`config.mk`:
```
export PLATFORM = sky130hd
export DESIGN_NAME = cell_plot_queue
export DESIGN_NICKNAME = d
export VERILOG_FILES = /design/src/rtl/cell_plot_queue.sv
export SDC_FILE = /design/constraint.sdc
export NUM_CORES = 1
export LEC_CHECK = 0
export CAP_MARGIN = 5
export CORE_MARGIN = 3
export CORE_UTILIZATION = 35
export CTS_CLUSTER_SIZE = 8
export DETAILED_ROUTE_END_ITERATION = 8
export PLACE_DENSITY = 0.64
export SETUP_SLACK_MARGIN = 0.5
export SYNTH_ARGS = -nofsm -noshare
export SYNTH_HDL_FRONTEND = slang
export SYNTH_SLANG_ARGS = --single-unit
```
`constraint.sdc`:
```
create_clock -name clock -period 3.4 [get_ports clock]
set_input_delay 0.85 -clock clock [delete_from_list [all_inputs] [get_ports clock]]
set_output_delay 0.85 -clock clock [all_outputs]
set_load 0.01 [all_outputs]
```
`src/rtl/cell_plot_queue.sv`:
```
// cell_plot_queue
// Sits between the life-simulation engine and vga_adapter (160x120, 3-bit colour).
// Cell-change events (x, y, new state) are buffered in a small FIFO and then
// written out as one pixel per cycle on the adapter's x/y/colour/plot inputs.
// This block also owns the full-screen clear sweep. The sweep runs after reset
// and again whenever clear_req is pulsed.
//
// Optional feature, controlled by the PLOT_STATS_EN macro:
//   defined   - adds output plot_count[15:0]. It counts RUN-state plots and
//               saturates at 16'hFFFF. Reset clears it, and so does a clear_req.
//   undefined - the port and the counter are absent. Everything else behaves
//               the same.
module cell_plot_queue #(
  parameter int          DEPTH        = 16,
  parameter logic [2:0]  ALIVE_COLOUR = 3'b111,
  parameter logic [2:0]  DEAD_COLOUR  = 3'b000,
  parameter int          WIDTH        = 160,
  parameter int          HEIGHT       = 120
) (
  input  logic        clock,
  input  logic        reset_n,
  input  logic        in_valid,
  output logic        in_ready,
  input  logic [7:0]  in_x,
  input  logic [6:0]  in_y,
  input  logic        in_alive,
  input  logic        clear_req,
  output logic        busy,
  output logic [7:0]  x,
  output logic [6:0]  y,
  output logic [2:0]  colour,
  output logic        plot
`ifdef PLOT_STATS_EN
  ,
  output logic [15:0] plot_count
`endif
);

  localparam int          AW      = $clog2(DEPTH);
  localparam logic [AW:0] PTR_ONE = (AW+1)'(1);
  localparam logic [7:0]  X_LAST  = 8'(WIDTH - 1);
  localparam logic [6:0]  Y_LAST  = 7'(HEIGHT - 1);

  typedef enum logic {CLEAR, RUN} state_t;

  typedef struct packed {
    logic       alive;
    logic [6:0] y;
    logic [7:0] x;
  } entry_t;

  state_t      state;
  logic [7:0]  sweep_x;
  logic [6:0]  sweep_y;

  entry_t      mem [DEPTH];
  logic [AW:0] wr_ptr;
  logic [AW:0] rd_ptr;
  entry_t      head;
  logic        empty;
  logic        full;
  logic        push;
  logic        pop;
  logic        head_in_range;

  // Each pointer carries an extra wrap bit. Equal pointers mean empty. Equal
  // index bits with different wrap bits mean full.
  assign empty    = (wr_ptr == rd_ptr);
  assign full     = (wr_ptr[AW] != rd_ptr[AW]) && (wr_ptr[AW-1:0] == rd_ptr[AW-1:0]);
  assign in_ready = !full;
  assign push     = in_valid && !full;
  // A clear_req edge takes priority over draining the queue. The head entry
  // stays queued and is drained after the sweep finishes.
  assign pop      = (state == RUN) && !clear_req && !empty;
  assign head     = mem[rd_ptr[AW-1:0]];

  // Events outside the visible grid are still stored. They are dropped when
  // they reach the head, so the adapter never sees an illegal coordinate.
  assign head_in_range = ({1'b0, head.x} < 9'(WIDTH)) && ({1'b0, head.y} < 8'(HEIGHT));

  assign busy = (state == CLEAR) || !empty || plot;

  // FIFO storage write port.
  // NOTE: the storage array is deliberately left out of the reset. The
  // pointers alone decide which entries are valid, so clearing the array would
  // only add reset fan-out.
  always_ff @(posedge clock) begin
    if (push) mem[wr_ptr[AW-1:0]] <= {in_alive, in_y, in_x};
  end

  // Read/write pointers. A reset drops any queued events.
  always_ff @(posedge clock or negedge reset_n) begin
    if (!reset_n) begin
      wr_ptr <= '0;
      rd_ptr <= '0;
    end else begin
      // NOTE: sequential state uses non-blocking assignments only. Every
      // right-hand side therefore sees the value from before the edge, in
      // whatever order the statements are written.
      if (push) wr_ptr <= wr_ptr + PTR_ONE;
      if (pop)  rd_ptr <= rd_ptr + PTR_ONE;
    end
  end

  // Clear/run controller. It produces the registered adapter outputs and
  // advances the sweep counters.
  always_ff @(posedge clock or negedge reset_n) begin
    if (!reset_n) begin
      state   <= CLEAR;
      sweep_x <= '0;
      sweep_y <= '0;
      x       <= '0;
      y       <= '0;
      colour  <= DEAD_COLOUR;
      plot    <= 1'b0;
    end else begin
      case (state)
        CLEAR: begin
          x      <= sweep_x;
          y      <= sweep_y;
          colour <= DEAD_COLOUR;
          plot   <= 1'b1;
          if (sweep_x == X_LAST) begin
            sweep_x <= '0;
            if (sweep_y == Y_LAST) begin
              sweep_y <= '0;
              state   <= RUN;
            end else begin
              sweep_y <= sweep_y + 7'd1;
            end
          end else begin
            sweep_x <= sweep_x + 8'd1;
          end
        end
        RUN: begin
          if (clear_req) begin
            state   <= CLEAR;
            sweep_x <= '0;
            sweep_y <= '0;
            plot    <= 1'b0;
          end else if (pop && head_in_range) begin
            x      <= head.x;
            y      <= head.y;
            colour <= head.alive ? ALIVE_COLOUR : DEAD_COLOUR;
            plot   <= 1'b1;
          end else begin
            plot <= 1'b0;
          end
        end
        default: begin
          state <= CLEAR;
          plot  <= 1'b0;
        end
      endcase
    end
  end

`ifdef PLOT_STATS_EN
  // Saturating count of event plots. Clear-sweep pixels are not counted.
  always_ff @(posedge clock or negedge reset_n) begin
    if (!reset_n) begin
      plot_count <= '0;
    end else if (state == RUN) begin
      if (clear_req) begin
        plot_count <= '0;
      end else if (pop && head_in_range && (plot_count != 16'hFFFF)) begin
        plot_count <= plot_count + 16'd1;
      end
    end
  end
`endif

endmodule

```
### Word level (Yosys, flattened, before mapping)

Memory sizes are Yosys's and may differ from the RTL's.
Cells that the tools add are included.

| word-level totals | value |
|---|---|
| memories | 1 |
| output and inout port bits | 21 |
| memory bits (writable) | 256 |
| flip-flop bits (word level) | 45 |
| input port bits | 20 |

| operators by class | value |
|---|---|
| reductions and logical operators | 13 |
| magnitude comparators | 2 |
| add/sub/neg operators | 4 |
| muxes and demuxes | 26 |
| bitwise gates (word level) | 1 |
| equal/unequal tests | 9 |

Memories:

| memory | words | bits a word | read ports | clocked after memory_dff | write ports | RTL line | RTL |
|---|---|---|---|---|---|---|---|
| mem | 16 | 16 | 1 | 0 | 1 | 56 | `entry_t mem [DEPTH];` |

Operators with widths:

| cell | count |
|---|---|
| $mux W7 | 5 |
| $mux W8 | 4 |
| $pmux W8 S2 | 2 |
| $pmux W7 S2 | 2 |
| $add A5 B1 Y5 const B | 2 |
| $mux W3 | 3 |
| $add A8 B1 Y8 const B | 1 |
| $eq A8 B8 Y1 const B | 1 |
| $lt A8 B8 Y1 const B | 1 |
| $add A7 B1 Y7 const B | 1 |
| $eq A7 B7 Y1 const B | 1 |
| $lt A7 B7 Y1 const B | 1 |
| $mux W1 | 7 |
| $logic_and A1 B1 Y1 | 6 |
| $pmux W3 S2 | 1 |
| $eq A5 B5 Y1 | 1 |
| $eq A4 B4 Y1 | 1 |
| $ne A2 B1 Y1 const B | 2 |
| $ne A2 B2 Y1 const B | 2 |
| $pmux W1 S2 | 2 |
| $reduce_and A2 Y1 | 2 |
| $logic_not A1 Y1 | 3 |
| $logic_or A1 B1 Y1 | 2 |
| $ne A1 B1 Y1 | 1 |
| $not A1 Y1 | 1 |

### Depth between registers and ports, before layout

Gate-level depths: netlist of run 1.

| depth | value |
|---|---|
| word-level depth | 7 |
| depth in mapped cells | 12 |
| depth with buffers taken out | 7 |

### Least setup slack after synthesis of run 1

Ideal clock, no wire load.

| timing | value |
|---|---|
| path kind | flip-flop to flip-flop |
| start point | register rd_ptr[1] |
| end point | memory mem[3][0] (netlist name), enable pin |
| path buffers | 5 |
| stages on the path, launching flop included | 12 |
| path slack | -0.029 ns |
| data arrival time | 3.020 ns |
| cells stage by stage | dfrtp_1 -> buf_6 -> buf_12 -> buf_12 -> buf_6 -> xnor2_1 -> nand4_1 -> nand2b_1 -> and2_1 -> clkbuf_1 -> nand2_1 -> nor3_1 |

| on the way | value |
|---|---|
| cells in the longest elaborated chain, start to end | 6 |

Ends and longest elaborated chain:

| item | RTL line | RTL |
|---|---|---|
| from (decl) | 58 | `logic [AW:0] rd_ptr;` |
| from (signal assigned) | 101 | `if (pop) rd_ptr <= rd_ptr + PTR_ONE;` |
| $eq A4 B4 Y1 | 69 | `assign full = (wr_ptr[AW] != rd_ptr[AW]) && (wr_ptr[AW-1:0] == rd_ptr[AW-1:0]);` |
| $logic_and A1 B1 Y1 | 69 |  |
| $logic_not A1 Y1 | -- |  |
| named net in_ready | 23 | `output logic in_ready,` |
| $logic_and A1 B1 Y1 | 71 | `assign push = in_valid && !full;` |
| $mux W1 | 88 | `if (push) mem[wr_ptr[AW-1:0]] <= {in_alive, in_y, in_x};` |
| $mux W1 (not written as such) | 88 |  |
| to (decl) | 56 |  |

The timed path passes the listed nets, and every way through them passes these cells.

### Worst setup path after layout of run 1

| timing | value |
|---|---|
| start point | register rd_ptr[1] |
| end point | output busy |

| on the way | value |
|---|---|
| cells in the longest elaborated chain, start to end | 4 |

Ends and longest elaborated chain:

| item | RTL line | RTL |
|---|---|---|
| $eq A5 B5 Y1 | 68 | `assign empty = (wr_ptr == rd_ptr);` |
| $logic_not A1 Y1 | 81 | `assign busy = (state == CLEAR) \|\| !empty \|\| plot;` |
| $logic_or A1 B1 Y1 (2 in a row) | 81 |  |
| to (decl) | 28 | `output logic busy,` |

No other way between the ends.

==> results.md, run 1 <==
- Yosys attributes the largest share of cell area to edfxtp_1 63%, mux4_2 10%, dfrtp_1 8.8%, mux4_1 3.0%, nand2_1 1.3%.
- For this design the ratio of total power to cell area is 711 nW/um^2.
- The synthesized design spends more area on one cell type than any other, namely edfxtp_1.
- The final cell count without fillers is 1,203.
- The detailed router put a total of 11.8 mm of wire on met1.
- STA classifies the critical path endpoint as an output pin.
- The initial antenna violation count came to 1.
- In this run the number of H-tree levels came out at 2.
- The remaining antenna violation count is 0.
- After detailed routing, the met2 layer carries 12.7 mm of wire.
- 41 I/O pins were placed.
- For this run, the post-layout net count is 767.
- The sink count of the clock tree is 299.
- The relative area change from synthesis to final layout is 19.4%.
- The maximum ir drop on the vdd rail is 0.419 mV.
- The half-perimeter wire length of the detailed placement result is 16.0 mm.
- Buffers inserted during clock tree synthesis total 43.
- The iteration count of the initial detailed-routing pass is 5.
- The worst path uses 84.0% of the clock period.
- Of all nets on the critical path, the largest fanout is 3.
- The switching share of total power is 26.7%.
- The switching power of the nets is 0.00278 W.
- Derived from the worst setup path, the maximum achievable clock frequency is 350 MHz.
- The distinct cell type count after synthesis is 55.
- Setup repair after global routing could not meet its margin everywhere.
- Ranked by instance count, the synthesized netlist is headed by 256 x edfxtp_1, 57 x mux4_2, 43 x dfrtp_1, 43 x nand2_1, 23 x nor2_1.
- The transition time at the pin with the least slew margin is 0.964 ns.
- The detailed-route vias per instance is 5.27.
- The required time reported for the critical path endpoint is 2.55 ns.
- The antenna cell count is 0.
- The aggregate global-route resource usage is 14.1%.
- By instance count, the leading cell after synthesis is edfxtp_1.
- After clock tree synthesis, the clock-pin slew on the worst setup and hold paths is 0.05 ns.
- In this run, synthesis inferred 256 flip-flops with an integrated enable.
- The longest clock path from root to sink contains 3 buffers.
- The synthesized design contains 299 register bits.
- TritonCTS built the clock tree.
- During synthesis, Yosys emitted a total of 0 warnings.
- The synthesized design devotes to its leading area cell type 62.6% of total area.
- The worst setup path is launched from a flip-flop.
- The uppermost metal layer occupied by signal nets is met5.
- A synthesized cell averages 18.9 sq um.
- The portion of total power attributed to combinational logic is 18.3%.
- Detailed routing inserted a total of 6,339 vias.
- The initial utilization of the core area, before any placement, comes to 36.1%.
- The die span in y is 193 um.
- In this run, the clock network consumes 36.1% of the power.
- The first global-routing pass estimated 40.8 mm of wire.
- The die covers 37,400 sq um.
- Setup violations remaining at the end of the flow were counted as 0.
- The number of core rows is 67.
- For the finished layout, the period the worst path requires is 2.86 ns.
- The flow ran to the end, and the final reports show no timing, DRC or antenna violations.
- The max-slew violation count is 0.
- The worst hold slack after final layout is 0.478 ns.
- The via count of the first global-routing pass was 6,569.
- The overflow left after global routing is 0.
- The type of the setup path with the least slack is flip-flop to output pin.
- Hold repair after CTS inserted 0 buffers.
- Registers are responsible for 45.6% of the overall power.
- The routed wire length on met3 is 1.67 mm.
- The sequential cell area fraction in the yosys report is 71.4%.
- Adding up every negative setup slack in the final design gives 0 ns.
- Clock latency on the worst-skew pair, taken at its later pin, is 0.53 ns.
- The worst min-delay path class is input pin to asynchronous set/reset pin.
- Counting every instance in the synthesized netlist gives 648.
- The internal portion of the total power is 0.00764 W.
- The floorplan step defined a core boundary enclosing 34,000 sq um.
- After synthesis the cells add up to 12,300 sq um.
- Headroom to the max-slew limit came out at 35.7%.
- Summed over all layers, the routed wires come to 26.7 mm.
- The number of violations of the max-capacitance limit is 0.
- The standby leakage power is 4.86 nW.
- For this run, the leading register cell type out of synthesis is edfxtp_1.
- Counting tap cells, the placed design contains a total of 1,138 instances.
- The final count of hold timing violations is 0.
- The area taken by flip-flops and latches is 8770 sq um.
- The largest net degree at the start of global routing is 69.
- The wire length per cell after detailed routing is 22.2 um.
- Clock tree synthesis selected as its root buffer the cell clkbuf_16.
- The global placement routability congestion is 0.788.
- In the final layout, the multi-input gates occupy 3350 sq um.
- Clock skew on the completed layout was measured at 0.0151 ns.
- The number of remaining DRC errors is 0.
- The fraction of layout instances using a drive strength above 1 is 24.1%.
- During placement, the flow inserted port buffers numbering 40.
- For this block, the initial DRC count from the detailed router was 515.
- For this run, asynchronously set or reset flops after synthesis account for 14.4%.
- The horizontal die dimension is 193 um.
- The number of fillers in the final layout is 2,960.
- The arrival time reported for the critical path endpoint is 2.01 ns.
- The synthesized net count is 675.
## critical path: stages, from the launching register on
cell and delay [ns]:
dfrtp_4 0.51, xnor2_2 0.14, nand4_1 0.18, or4_1 0.49, buf_2 0.15
## kinds of logic (layout without fill, tap and decap cells)
kind of cell / after synthesis / count (layout) / share of synthesized area [%]
mux: 85 / 85 / 14.6
flops: 299 / 299 / 71.4
fa+ha+maj: 7 / 7 / 0.714
xor+xnor: 18 / 18 / 1.28
compound gates: 82 / 82 / 5.60
simple gates: 111 / 111 / 4.19
buf+inv: 46 / 153 / 2.22
## cell type report
class / count / area share (%)
Timing Repair Buffer: 81 / 5.10
Clock inverter: 5 / 0.393
Multi-Input combinational cell: 303 / 22.8
Sequential cell: 299 / 59.9
Clock buffer: 55 / 7.65
Inverter: 12 / 0.307
Tap cell: 448 / 3.83
## power by group through the flow
stage / Sequential, W / Clock, W / Combinational (W)
after floorplan: 0.00474 / 0 / 0.00117
after global placement: 0.00479 / 0 / 0.00186
after detailed placement: 0.00480 / 0 / 0.00188
after CTS: 0.00474 / 0.00385 / 0.00189
after global routing: 0.00479 / 0.00401 / 0.00207
final: 0.00475 / 0.00376 / 0.00191
## per-stage QoR
step	setup slack, ns	util (%)	power (W)	instance area, sq um
finish	0.543	43.1	0.0104	14700
global route	0.452	43.1	0.0109	14700
CTS	0.448	42.8	0.0105	14600
detailed placement	0.417	39.3	0.00668	13400
global placement	0.472	39.3	0.00665	13400
floorplan	0.396	-	0.00591	12300
## path summary, 6_finish.rpt
kind                       slack, ns      start  cells after the start         end
max                             0.54  rd_ptr[1]                      4        busy
min in group clock              0.49  rd_ptr[4]                      1   rd_ptr[4]
min reg2reg                     0.49  rd_ptr[4]                      1   rd_ptr[4]
max in group asynchronous       2.21    reset_n                      1   rd_ptr[0]
min                             0.48    reset_n                      1  sweep_x[4]
max reg2reg                     0.61  rd_ptr[1]                      7        x[6]
## timing repair
item,in CTS,in global routing
buffers inserted,1,3
setup endpoints to repair,6,12
pin swaps,2,2
gates cloned,0,1
resized for setup,8,5
## layer usage
layer | vias up | global-route usage, %
li1 | 2801 | -
met1 | 3286 | 19.9
met2 | 202 | 22.1
met3 | 48 | 3.25
met4 | 2 | 4.15
met5 | - | 0
## state kept, by name (all words and copies together) (netlist names)
register,cells
y,7
state,1
plot,1
wr_ptr,5
rd_ptr,5
mem,256
colour,1
sweep_y,7
x,8
sweep_x,8
## layout by cell type, fill, tap and decap left out, drive strengths merged, types with 4 or more instances in the layout
| cell | n |
|---|---|
| edfxtp | 256 |
| mux4 | 71 |
| clkbuf | 56 |
| nand2 | 43 |
| dfrtp | 43 |
| buf | 42 |
| clkdlybuf4s50 | 37 |
| nor2 | 23 |
| inv | 15 |
| mux2i | 14 |
| xnor2 | 14 |
| o21ai | 14 |
| nand3 | 13 |
| o211ai | 11 |
| and2 | 9 |
| a21oi | 9 |
| a2bb2oi | 8 |
| a211o | 8 |
| ha | 7 |
| nor2b | 5 |
| nand2b | 5 |
| nand4 | 4 |
| xor2 | 4 |
| nor3 | 4 |
| o32ai | 4 |
| a31oi | 4 |
| o41ai | 4 |
(Power assumes the default switching activity.)
==> inputs of run 2 (changes only) <==
Settings changed: PLACE_DENSITY 0.64 to 0.62.
Clock period 3.4 ns to 3 ns, I/O delays scaled along.
==> results.md, run 2 (synthesis results as in run 1) <==
- The power density of the placed cells was 803 nW/um^2 (was 711 nW/um^2).
- The number of H-tree branching levels is 2 (unchanged).
- The half-perimeter wire length of the detailed placement result is 15.6 mm (was 16.0 mm).
- The number of nets in the final layout is 786 (was 767).
- The wire length per cell after detailed routing came to 22.9 um (was 22.2 um).
- The final worst clock skew came to 0.0262 ns (was 0.0151 ns).
- The worst setup timing slack at the placement stage was 0.256 ns (was 0.417 ns).
- The final cell count without fillers is 1,222 (was 1,203).
- The number of fillers in the final layout came to 2,943 (was 2,960).
- The largest net degree at the start of global routing is 40 (was 69).
- The number of failing setup endpoints in the final timing report is 0 (unchanged).
- The standby leakage power came to 5.03 nW (was 4.86 nW).
- The end of the worst register-to-register path is x[5] (was x[6]).
- The clock latency reported for the late side of the worst-skew pair is 0.54 ns (was 0.53 ns).
- The CTS clock-pin slew for the worst setup and hold paths is 0.06 ns (was 0.05 ns).
- The arrival time reported for the critical path endpoint is 3.13 ns (was 2.01 ns).
- The first-pass GRT wire length was 43.0 mm (was 40.8 mm).
- The least setup slack across all paths after layout came to 0.284 ns (was 0.543 ns).
- The transition time at the pin with the least slew margin was 0.741 ns (was 0.964 ns).
- The number of core rows was 67 (unchanged).
- The horizontal die dimension is 193 um (unchanged).
- The number of remaining DRC errors is 0 (unchanged).
- The required time reported for the critical path endpoint is 3.41 ns (was 2.55 ns).
- The switching share of total power is 27.3% (was 26.7%).
- The relative area change from synthesis to final layout is 24.4% (was 19.4%).
- The largest buffer count on any clock path is 3 (unchanged).
- The layer with the highest usage is met2 (unchanged).
- The fraction of layout instances using a drive strength above 1 came to 29.6% (was 24.1%).
- The design internal power was 0.00891 W (was 0.00764 W).
- The number of violations of the max-capacitance limit is 0 (unchanged).
- The maximum ir drop on the vdd rail is 0.418 mV (was 0.419 mV).
- The number of ports placed on the die boundary was 41 (unchanged).
- The root buffer cell is clkbuf_16 (unchanged).
- The maximum fanout encountered on the critical timing path was 8 (was 3).
- The global routing met1 resource utilization is 21.9% (was 19.9%).
- The overflow left after global routing was 0 (unchanged).
- The sink count of the clock tree is 299 (unchanged).
- The worst slew margin relative to its limit is 50.6% (was 35.7%).
- Commonest non-fill, non-tap cells in the layout: 256 x edfxtp_1, 63 x mux4_2, 43 x clkbuf_16 (was 256 x edfxtp_1, 57 x mux4_2, 44 x clkbuf_16).
- The initial standard-cell utilization of the core is 36.1% (unchanged).
- The launching point of the worst reg2reg path is rd_ptr[1] (unchanged).
- The switching power of the nets is 0.00334 W (was 0.00278 W).
- The worst min-delay path class is input pin to asynchronous set/reset pin (unchanged).
- The smallest clock period supported by the final layout is computed as 2.72 ns.
- The initial antenna violation count is 1 (unchanged).
- The die span in y is 193 um (unchanged).
- The count of cells along the worst register-to-register path is 10 (was 7).
- The via count of the first global-routing pass is 6,634 (was 6,569).
- The final cell area excluding filler cells was 15,300 sq um (was 14,700 sq um).
- The final count of hold timing violations came to 0 (unchanged).
- The worst hold slack after final layout is 0.283 ns (was 0.478 ns).
- The slack of the worst reg-to-reg path was 0.28 ns (was 0.61 ns).
- The kind of capture point of the worst setup path is a flip-flop (was output pin).
- Outcome: complete, no violations (unchanged).
- The number of DRC markers after the initial detailed-route iteration is 524 (was 515).
- The sequential group share of total power was 44.0% (was 45.6%).
- After layout, the worst path uses 90.5% of the clock period.
- The number of I/O port buffers came to 40 (unchanged).
- The met3 usage in global routing came to 2.85% (was 3.25%).
- The element type at the critical path start was a flip-flop (unchanged).
- The max-slew violation count is 0 (unchanged).
- The global placement routability congestion is 0.784 (was 0.788).
- The sum of routed wire length over all layers is 28.0 mm (was 26.7 mm).
- The total negative slack for setup checks is 0 ns (unchanged).
- The instance area at placement came to 13,600 sq um (was 13,400 sq um).
- Based on the critical path, the design can be clocked at up to 368 MHz.
- The relative contribution of the clock network to total power came to 34.6% (was 36.1%).
- The met2 capacity usage during global routing is 23.7% (was 22.1%).
- The number of buffers added by the clock tree synthesis step is 43 (unchanged).
- The iteration count of the initial detailed-routing pass is 5 (unchanged).
- The total core area was 34,000 sq um (unchanged).
- Unrepaired setup endpoints after global routing: yes (unchanged).
- The flip-flop count of the largest register, all copies and words added is 256 (unchanged).
- The portion of total power attributed to combinational logic is 21.4% (was 18.3%).
- The post-placement cell count was 1,137 (was 1,138).
- The die outline area is 37,400 sq um (unchanged).
- The TritonCTS clock tree is done (unchanged).
- The remaining antenna violation count is 0 (unchanged).
- The aggregate global-route resource usage came to 15.0% (was 14.1%).
- The type of the setup path with the least slack is flip-flop to flip-flop (was flip-flop to output pin).
- The detailed-route vias per instance came to 5.33 (was 5.27).
- The routed via count was 6,513 (was 6,339).
- The most frequent standard cell in the layout excluding fill and tap cells is edfxtp_1 (unchanged).
==> run 2: metal layers <==
layer / up-vias / share of wire, %
met1: 3425 / 45
met4: 2 / 1.5
met5: - / 0.046
met3: 44 / 5.5
met2: 189 / 47
li1: 2853 / -
==> run 2: area by class of cell <==
type / instances / area, sq um / share of cell area (%)
antenna: 1 / 2.50 / 0.0164
clock buffer: 55 / 1120 / 7.34
clock inverter: 4 / 53.8 / 0.352
inverter: 12 / 48.8 / 0.320
multi-input combinational: 304 / 3600 / 23.6
sequential: 299 / 8770 / 57.5
tap: 448 / 561 / 3.67
timing repair buffer: 99 / 1100 / 7.21
==> run 2: worst max-delay path, stage by stage (launching register included) <==
cell and delay (ns):
dfrtp_4 0.49, buf_6 0.13, buf_12 0.12, buf_12 0.14
buf_12 0.14, mux4_2 0.35, a21oi_2 0.05, buf_4 0.14
o41a_4 0.50, o211a_1 0.25, a311o_1 0.28
==> run 2: repair_timing <==
item	CTS	global route
buffers inserted	18	2
pin swaps	15	22
hold buffers	0	0
setup endpoints to repair	30	19
cloned	4	1
gates resized for setup	50	14
==> run 2: power by group through the flow <==
stage / logic [W] / clock network (W) / registers [W]
3_3_place_gp: 0.00231 / 0 / 0.00543
4_1_cts: 0.00262 / 0.00435 / 0.00538
6_report: 0.00263 / 0.00424 / 0.00539
5_1_grt: 0.00282 / 0.00455 / 0.00543
2_1_floorplan: 0.00151 / 0 / 0.00537
3_5_place_dp: 0.00233 / 0 / 0.00544
==> run 2: worst max path at each step <==
stage / startpoint / end / slack (ns) / depth (start not counted)
2_1_floorplan: rd_ptr[1] / mem[0][0] / 0.44 / 11
3_3_place_gp: rd_ptr[1] / busy / 0.24 / 4
3_5_place_dp: rd_ptr[1] / x[1] / 0.26 / 6
4_1_cts: rd_ptr[0] / busy / 0.22 / 4
5_1_grt: rd_ptr[1] / x[4] / 0.22 / 12
6_report: rd_ptr[1] / x[5] / 0.28 / 10
==> run 2: stage by stage <==
| stage | power, W | util (%) |
|---|---|---|
| after CTS | 0.0123 | 44.6 |
| after detailed placement | 0.00777 | 39.9 |
| after global routing | 0.0128 | 44.8 |
| after floorplan | 0.00688 | - |
| final | 0.0123 | 44.8 |
| after global placement | 0.00774 | 39.9 |
==> inputs of run 3 (changes only) <==
Settings changed: CORE_MARGIN 3 to 8, CORE_UTILIZATION 35 to 60, PLACE_DENSITY 0.62 to 0.9.
==> results.md, run 3 (synthesis results as in run 1) <==
- Outcome: complete, no violations (unchanged).
- The ratio of final minimum period to clock period came to 90.5% (about the same).
- The transition time at the pin with the least slew margin came to 0.942 ns (was 0.741 ns).
- The relative area change from synthesis to final layout is 22.9% (was 24.4%).
- The highest clock frequency the design can meet is 368 MHz (about the same).
- The die outline area is 25,300 sq um (was 37,400 sq um).
- The worst slew margin relative to its limit is 37.2% (was 50.6%).
- The aggregate global-route resource usage is 23.9% (was 15.0%).
- The max-slew violation count is 0 (unchanged).
- The element type at the critical path start is a flip-flop (unchanged).
- The final worst clock skew came to 0.0179 ns (was 0.0262 ns).
- The number of core rows is 52 (was 67).
- The CTS clock-pin slew for the worst setup and hold paths is 0.05 ns (was 0.06 ns).
- The TritonCTS clock tree was done (unchanged).
- The number of I/O port buffers is 40 (unchanged).
- The power density of the placed cells is 833 nW/um^2 (was 803 nW/um^2).
- The root buffer cell is clkbuf_16 (unchanged).
- Unrepaired setup endpoints after global routing: yes (unchanged).
- The maximum fanout encountered on the critical timing path is 2 (was 8).
- The number of buffers added by the clock tree synthesis step is 43 (unchanged).
- The number of failing setup endpoints in the final timing report came to 0 (unchanged).
- The final cell count without fillers was 1,050 (was 1,222).
- The post-placement cell count was 955 (was 1,137).
- The total negative slack for setup checks was 0 ns (unchanged).
- The die span in y is 159 um (was 193 um).
- The largest buffer count on any clock path is 3 (unchanged).
- The final cell area excluding filler cells came to 15,100 sq um (was 15,300 sq um).
- The capturing element of the worst setup path is busy (was x[5]).
- The count of cells along the worst register-to-register path is 8 (was 10).
- The wire length per cell after detailed routing is 31.0 um (was 22.9 um).
- The number of remaining DRC errors came to 0 (unchanged).
- The via count of the first global-routing pass is 7,373 (was 6,634).
- The initial standard-cell utilization of the core is 60.9% (was 36.1%).
- The end of the worst register-to-register path is x[5] (unchanged).
- The final count of hold timing violations is 0 (unchanged).
- The overflow left after global routing was 0 (unchanged).
- The share of the core filled with cells in the final layout is 74.8% (was 44.8%).
- The flip-flop count of the largest register, all copies and words added is 256 (unchanged).
- The largest net degree at the start of global routing came to 44 (was 40).
- The first-pass GRT wire length is 45.0 mm (was 43.0 mm).
- The most frequent standard cell in the layout excluding fill and tap cells is edfxtp_1 (unchanged).
- The standby leakage power is 5.06 nW (was 5.03 nW).
- The launching point of the worst reg2reg path is rd_ptr[1] (unchanged).
- The arrival time reported for the critical path endpoint was 1.97 ns (was 3.13 ns).
- The type of the setup path with the least slack is flip-flop to output pin (was flip-flop to flip-flop).
- The maximum ir drop on the vdd rail came to 0.665 mV (was 0.418 mV).
- The half-perimeter wire length of the detailed placement result is 16.3 mm (was 15.6 mm).
- The number of DRC markers after the initial detailed-route iteration is 911 (was 524).
- The total power after layout is 0.0126 W (was 0.0123 W).
- The routed via count is 7,160 (was 6,513).
- The minimum clock period after layout was 2.72 ns (about the same).
- The clock latency reported for the late side of the worst-skew pair is 0.55 ns (was 0.54 ns).
- The detailed-route vias per instance is 6.82 (was 5.33).
- The horizontal die dimension is 159 um (was 193 um).
- The global placement routability congestion came to 0.864 (was 0.784).
- The worst setup path startpoint is wr_ptr[2] (was rd_ptr[1]).
- The number of ports placed on the die boundary is 41 (unchanged).
- The initial antenna violation count was 3 (was 1).
- The kind of capture point of the worst setup path is an output pin (was flip-flop).
- The iteration count of the initial detailed-routing pass is 5 (unchanged).
- The worst min-delay path class is input pin to asynchronous set/reset pin (unchanged).
- The instance area at placement is 13,200 sq um (was 13,600 sq um).
- The number of H-tree branching levels is 2 (unchanged).
- The required time reported for the critical path endpoint is 2.25 ns (was 3.41 ns).
- The slack of the worst reg-to-reg path is 0.41 ns (was 0.28 ns).
- The fraction of layout instances using a drive strength above 1 came to 30.4% (was 29.6%).
- The remaining antenna violation count came to 0 (unchanged).
- The total core area is 20,200 sq um (was 34,000 sq um).
- The sum of routed wire length over all layers was 32.6 mm (was 28.0 mm).
- The sink count of the clock tree is 299 (unchanged).
- The number of nets in the final layout is 790 (was 786).
- Commonest non-fill, non-tap cells in the layout: 256 x edfxtp_1, 62 x mux4_2, 45 x clkbuf_16 (was 256 x edfxtp_1, 63 x mux4_2, 43 x clkbuf_16).
- The number of hold buffers added after cts was 0 (unchanged).
- The number of violations of the max-capacitance limit is 0 (unchanged).
## run 3: worst max-delay path, cell delays in order (launching register included)
cell	delay, ns
dfrtp_1	0.41
xnor2_1	0.22
nand4_1	0.17
or4_1	0.48
buf_2	0.15
## run 3: per-stage QoR
stage / hold slack, ns / setup slack, ns
final: 0.366 / 0.284
after global routing: 0.431 / 0.217
after CTS: 0.374 / 0.346
after detailed placement: 0.488 / 0.200
after global placement: 0.483 / 0.354
after floorplan: 0.454 / 0.443
## run 3: report_power, final
| group | switching (W) | internal (W) | total [W] |
|---|---|---|---|
| clock network | 0.00174 | 0.00263 | 0.00437 |
| registers | 0.000338 | 0.00509 | 0.00543 |
| logic | 0.00153 | 0.00124 | 0.00277 |
| total | 0.00361 | 0.00896 | 0.0126 |
## run 3: how the worst min path moves through the flow
stage | from | to | slack [ns] | cells after the start
2_1_floorplan | reset_n | colour[1] | 0.45 | 0
3_3_place_gp | rd_ptr[4] | rd_ptr[4] | 0.48 | 1
3_5_place_dp | wr_ptr[4] | wr_ptr[4] | 0.49 | 1
4_1_cts | reset_n | sweep_y[1] | 0.37 | 1
5_1_grt | reset_n | rd_ptr[4] | 0.43 | 1
6_report | reset_n | rd_ptr[4] | 0.37 | 1
## run 3: final cells by class
type | instances | area (sq um)
clock buffers | 55 | 1130
clock inverters | 4 | 75.1
fillers | 1021 | 5080
well taps | 270 | 338
multi-input cells | 304 | 3660
flip-flops and latches | 299 | 8770
diodes | 3 | 7.51
repair buffers | 103 | 1060
inverters | 12 | 52.6
## run 3: what timing repair did
action	in CTS	in global routing
cloned	3	3
setup buffers	8	19
hold endpoints to repair	0	0
endpoints found under the setup margin	19	33
gates resized for setup	34	36
pin swaps	7	24
## run 3: per-layer routing
layer | vias up | global-route usage [%] | share of wire (%)
met2 | 573 | 40.6 | 51
li1 | 2861 | - | -
met3 | 149 | 5.38 | 10
met5 | - | 0 | 0.040
met1 | 3575 | 27.5 | 33
met4 | 2 | 14.1 | 6.0
